<file path="src/rtl/mem_arbiter.sv">
// Two-master arbiter for the shared 8-bit RAM: DMA has priority up to a burst limit,
// then a pending CPU request is granted. Every access is a fixed 4-cycle sequence.
//
// state   | meaning
// IDLE    | no access in flight; arbitrate on each rising edge
// ISSUE   | drive latched address/data and exactly one RAM strobe
// CAPTURE | RAM read data valid; owner's rdata loads at end of cycle (reads only)
// ACK     | one-cycle acknowledge to the owner, then back to IDLE
module mem_arbiter #(
  parameter int ADDR_W    = 8,
  parameter int DATA_W    = 8,
  parameter int MAX_BURST = 4
) (
  input  logic              clk,
  input  logic              reset,
  input  logic              cpu_req,
  input  logic              cpu_we,
  input  logic [ADDR_W-1:0] cpu_addr,
  input  logic [DATA_W-1:0] cpu_wdata,
  output logic [DATA_W-1:0] cpu_rdata,
  output logic              cpu_ack,
  input  logic              dma_req,
  input  logic              dma_we,
  input  logic [ADDR_W-1:0] dma_addr,
  input  logic [DATA_W-1:0] dma_wdata,
  output logic [DATA_W-1:0] dma_rdata,
  output logic              dma_ack,
  output logic [ADDR_W-1:0] mem_addr,
  output logic [DATA_W-1:0] mem_wdata,
  output logic              mem_we,
  output logic              mem_re,
  input  logic [DATA_W-1:0] mem_rdata,
  output logic              busy,
  output logic              owner
);

  typedef enum logic [1:0] {IDLE, ISSUE, CAPTURE, ACK} state_t;

  localparam logic [3:0] BURST_MAX = 4'(MAX_BURST);

  state_t            state, state_nxt;
  logic [3:0]        burst_cnt, burst_nxt;
  logic              grant_cpu, grant_dma;
  logic [ADDR_W-1:0] lat_addr;
  logic [DATA_W-1:0] lat_wdata;
  logic              lat_we;

  always_comb begin
    state_nxt = state;
    burst_nxt = burst_cnt;
    grant_dma = 1'b0;
    grant_cpu = 1'b0;
    case (state)
      IDLE: begin
        grant_dma = dma_req && (!cpu_req || (burst_cnt < BURST_MAX));
        grant_cpu = cpu_req && !grant_dma;
        if (grant_dma || grant_cpu) state_nxt = ISSUE;
        // a DMA grant with cpu_req high only happens below the limit, so this saturates
        if (grant_cpu || !cpu_req) burst_nxt = 4'd0;
        else if (grant_dma)        burst_nxt = burst_cnt + 4'd1;
      end
      ISSUE:   state_nxt = CAPTURE;
      CAPTURE: state_nxt = ACK;
      ACK:     state_nxt = IDLE;
      default: state_nxt = IDLE;
    endcase
  end

  always_ff @(posedge clk or posedge reset) begin
    if (reset) begin
      state     <= IDLE;
      burst_cnt <= 4'd0;
      owner     <= 1'b0;
      lat_addr  <= '0;
      lat_wdata <= '0;
      lat_we    <= 1'b0;
      cpu_rdata <= '0;
      dma_rdata <= '0;
    end else begin
      state     <= state_nxt;
      burst_cnt <= burst_nxt;
      if (grant_dma) begin
        owner     <= 1'b1;
        lat_addr  <= dma_addr;
        lat_wdata <= dma_wdata;
        lat_we    <= dma_we;
      end else if (grant_cpu) begin
        owner     <= 1'b0;
        lat_addr  <= cpu_addr;
        lat_wdata <= cpu_wdata;
        lat_we    <= cpu_we;
      end
      if (state == CAPTURE && !lat_we) begin
        if (owner) dma_rdata <= mem_rdata;
        else       cpu_rdata <= mem_rdata;
      end
    end
  end

  // strobes and acks decode straight from state so an async reset drops them at once
  assign mem_addr  = lat_addr;
  assign mem_wdata = lat_wdata;
  assign mem_we    = (state == ISSUE) &&  lat_we;
  assign mem_re    = (state == ISSUE) && !lat_we;
  assign cpu_ack   = (state == ACK) && !owner;
  assign dma_ack   = (state == ACK) &&  owner;
  assign busy      = (state != IDLE);

endmodule

</file>
<file path="config.mk">
export PLATFORM = sky130hd
export DESIGN_NAME = mem_arbiter
export DESIGN_NICKNAME = d
export VERILOG_FILES = /design/src/rtl/mem_arbiter.sv
export SDC_FILE = /design/constraint.sdc
export NUM_CORES = 1
export LEC_CHECK = 0
export ABC_AREA = 1
export BUFFER_PORTS_ARGS = -buffer_cell sky130_fd_sc_hd__buf_2
export CORE_UTILIZATION = 40
export DETAILED_ROUTE_END_ITERATION = 7
export PLACE_DENSITY = 0.79
export SYNTH_ARGS = -nofsm -noshare
export SYNTH_HDL_FRONTEND = slang
export SYNTH_SLANG_ARGS = --single-unit
</file>
<file path="constraint.sdc">
create_clock -name clk -period 1.3 [get_ports clk]
set_input_delay 0.39 -clock clk [delete_from_list [all_inputs] [get_ports clk]]
set_output_delay 0.39 -clock clk [all_outputs]
set_load 0.02 [all_outputs]
</file>
* Word level (Yosys, flattened, before mapping)
Index checks and enable logic that the tools add are counted.
Word-level totals: flip-flop bits (word level) 40, bits in latches 0, bits of input ports 46, ROM bits 0, memories kept 0, bits in writable memories 0, output and inout port bits 38
Operators by class: magnitude comparators 1, div/mod/pow operators 0, $add $sub $neg 1, equality and inequality tests 4, mux-type cells 14, multiply operators 0, shift operators 0, bitwise logic cells 1, reductions and logical operators 21
Operators with widths (number):
- $mux 8 | 4
- $mux 4 | 2
- $pmux 2 s4 | 1
- $logic_and 1x1->1 | 7
- $mux 1 | 6
- $reduce_and 2->1 | 3
- $reduce_bool 2->1 | 3
- $add 4x1->4 const B | 1
- $eq 2x2->1 const B | 2
- $logic_not 1->1 | 4
- $lt 4x3->1 const B | 1
- $logic_or 1x1->1 | 3
- $eq 2x1->1 const B | 1
- $logic_not 2->1 | 1
- $mux 2 | 1
- $ne 2x2->1 const B | 1
- $not 1->1 | 1

* Depth between registers and ports, before layout
depth after elaboration 8, mapped depth 9, depth with buffers taken out 8

* Least setup slack after synthesis
Ideal clock, no wire load.
kind flip-flop to flip-flop, start point register state[0], end point register lat_addr[2] (netlist: mem_addr[2]), period minus slack after synthesis 1.548 ns, cell stages (with the launch flop) 9, data arrival time 1.432 ns, slack -0.248 ns, setup time 0.116 ns, data required time 1.184 ns, cell sequence dfrtp_1 -> inv_1 -> ha_1 -> inv_1 -> a21oi_4 -> inv_2 -> buf_6 -> nand2_1 -> nand2_1
On the way: word-level cells in the longest chain between the ends 3
RTL lines:
- from (decl) | RTL line 41 | state_t state, state_nxt;
- from (signal assigned) | RTL line 80 | state <= state_nxt;
- $logic_not 2->1 * | RTL line 53 | case (state)
- $mux 1 | RTL line 53
- $mux 8 / $reduce_bool 2->1 (equally long branches)
- to (signal assigned) | RTL line 84 | lat_addr <= dma_addr;
- to (signal assigned) | RTL line 89 | lat_addr <= cpu_addr;
- to (decl) | RTL line 44 | logic [ADDR_W-1:0] lat_addr;
Mark *: on every way between the ends. The rest lies on a longest branch, timed or not. A chain may end at the register's enable or synchronous reset.

* Worst setup path in the final report
start point register state[1], end point output mem_re
On the way: word-level cells in the longest chain between the ends 2
RTL lines:
- $eq 2x1->1 | RTL line 104 | assign mem_re = (state == ISSUE) && !lat_we;
- $logic_and 1x1->1 | RTL line 104
- to (decl) | RTL line 31 | output logic mem_re,
No other way between the ends.

==> impl_metrics.ini <==
[synth]
synthCells = 289
synth_top_area_share_pct = 47.53
synth_cell_types = 20
ys_ff_latch = 40
ys_seq_area_share_pct = 47.53
avgSynthCellArea_um2 = 7.286
synth.top_cells.by_area = dfrtp_1 48%, nand2_1 19%, inv_1 12%
synthesis.nets = 341
synth_top_cell_by_area = dfrtp_1
syn-cell-area_um2 = 2106
ys_warn_count = 0

[pwr]
pwr-share-seq_pct = 28.5
switching_share_pct = 43.84
total_power_mw = 8.087
switchingPower_mw = 3.545
combPwrFrac_pct = 58.1
power.density_nw_per_um2 = 2387
ir_worst_vdd_uv = 1058
pwr-share-clk_pct = 13.4
p_leak_nw = 2.018
p_int_mw = 4.542

[cts]
h-tree-depth = 2
clock_latency_ns = 0.29
numCtsBuffers = 5
tritoncts = done
clkTransAtPathRegs_ns = 0.08
cts_root_buf = clkbuf_8
clock_sinks = 40
cts_hold_buf = 0
cts_buffer_depth = 2

[setup_path]
cp_cell_sequence = inv_2, ha_4, inv_1, nor2_2, buf_6
path_max_fanout = 3
slowest_delay_ns = 0.42
arrival_ns = 1.24
r2r-start = state[1]
endpoint_kind = primary output
critPathKind = register to primary output
start_kind = register
reg2reg_to = mem_addr[3]
crit_slowest_cell = dfrtp_1
ff2ff_setup_slack_ns = -0.24
cp.required_ns = 0.91
reg2reg_depth = 11

[sta]
fmax_mhz = 614.2
tns_ns = -5.559
layout_setup_ws_ns = -0.3282
worst_pin_slew_ns = 0.2214
skew_ns = 0.004324
layout_min_cycle_time_ns = 1.628
setup_viol = 40
rsz0062_at_grt = yes
hold_viol = 0
relSlewSlack_pct = 85.24
fin_crit_sh_pct = 125.2
maxSlewViolCount = 0

[die]
io_pins = 84
rows = 26
die_y_um = 74.56
die_w_um = 74.56
initial_utilization_pct = 41.49
core_um2 = 5075
dieArea_um2 = 5558

[run_status]
violations = negative setup slack
outcome = complete, but fails checks

[global_routing]
gr-total-overflow = 0
grt_max_degree = 41
grt_antenna_before_repair = 0
track_usage_pct = 19.82
grt_pass1_vias = 1852
grt_pass1_wl_um = 8307

[cells_and_area]
antenna_cells = 0
syn2layout_area_growth_pct = 60.90
stdcell_count = 468
nFillCells = 391
layout_commonest_cell = buf_2
drive_above_1_share_pct = 51.76
final_area_um2 = 3388
nets = 449
final_cell_mix = 75 x buf_2, 71 x nand2_1, 55 x inv_1

[route]
wl_um = 5759
vias = 2142
vias_per_cell = 4.577
drt-pass1-iter-count = 6
ant_nets = 0
remaining_drc_errors = 0
wire_per_inst_um = 12.31
first_iter_violations = 92

[place]
place_hpwl_um = 3530
place_inst = 447
port_buffers = 83
gp_congestion = 0.7717
place_area_um2 = 2703

[job]
cap_violations = 0

[worst_hold_path]
hold_path.class = primary input to async pin
==> worst max-delay path: cells and delay by family, from the launching register on <==
kind	cells	cell delay, ns
and+or+nand+nor	1	0.09
buffers and inverters	3	0.30
adders and majority gates	1	0.14
DFF	1	0.42
==> cells in the mapped netlist, drive strengths merged <==
cell type and count:
nand2 108, a21oi 1, o22ai 1, mux2i 1, nor2 3, nand4 1
inv 73, ha 6, dfrtp 40, xnor2 1, o21ai 21, nand3 22
clkbuf 2, buf 7, clkinv 2
==> routing by layer <==
layer	up-vias	GRT usage [%]	share of wire, %	wire [µm]
li1	1058	-	-	-
met1	1017	23.50	40	2312
met2	60	36.14	55	3153
met3	7	4.743	3.9	223
met4	0	4.403	1.2	70
met5	-	0	0	0
==> repair_timing <==
action                     in CTS  in global routing
cloned                          3                  1
setup endpoints to repair      27                 44
pin swaps                      24                 11
resized for setup              73                 81
buffers inserted                6                  4
==> power by group through the flow <==
| stage | registers (mW) | clock network, mW | logic (mW) |
|---|---|---|---|
| final | 2.30 | 1.08 | 4.70 |
| after global routing | 2.37 | 1.14 | 5.11 |
| after global placement | 2.16 | 0 | 3.08 |
| after detailed placement | 2.19 | 0 | 3.19 |
| after CTS | 2.20 | 1.09 | 3.94 |
| after floorplan | 2.77 | 0 | 1.47 |
==> cells by family after synthesis <==
| kind of cell | Yosys count | share of synthesized area [%] |
|---|---|---|
| flops | 40 | 47.53 |
| simple gates | 134 | 25.55 |
| buf+inv | 84 | 16.22 |
| compound gates | 23 | 6.240 |
| fa+ha+maj | 6 | 3.565 |
| mux | 1 | 0.4754 |
| xor+xnor | 1 | 0.4160 |
==> stage by stage <==
stage / setup slack [ns] / util (%) / hold slack, ns
after floorplan: -0.07406 / - / 0.3688
after global placement: 0.009515 / 53.25 / 0.4552
after detailed placement: -0.04975 / 53.25 / 0.4563
after CTS: -0.2880 / 61.09 / 0.1420
after global routing: -0.3690 / 66.77 / 0.1480
final: -0.3282 / 66.77 / 0.1300
==> layout make-up <==
cell class	count	area [µm²]	area share, %
Multi-Input combinational cell	165	1099	32.42
Sequential cell	40	1003	29.62
Timing Repair Buffer	110	782.0	23.08
Inverter	75	295.3	8.715
Tap cell	70	87.58	2.585
Clock buffer	6	82.58	2.437
Clock inverter	2	38.79	1.145
==> registers in the layout (all words and copies together), names as in the netlist <==
name       cells
burst_cnt      4
cpu_rdata      8
dma_rdata      8
lat_we         1
mem_addr       8
mem_wdata      8
owner          1
state          2
==> worst max path at each step <==
stage / start / end
global placement: state[1] / mem_re
finish: state[1] / mem_re
global route: state[1] / mem_re
CTS: state[1] / mem_re
detailed placement: state[1] / mem_addr[6]
floorplan: state[1] / mem_addr[0]
Note: power is estimated with default switching activity, not from simulation.
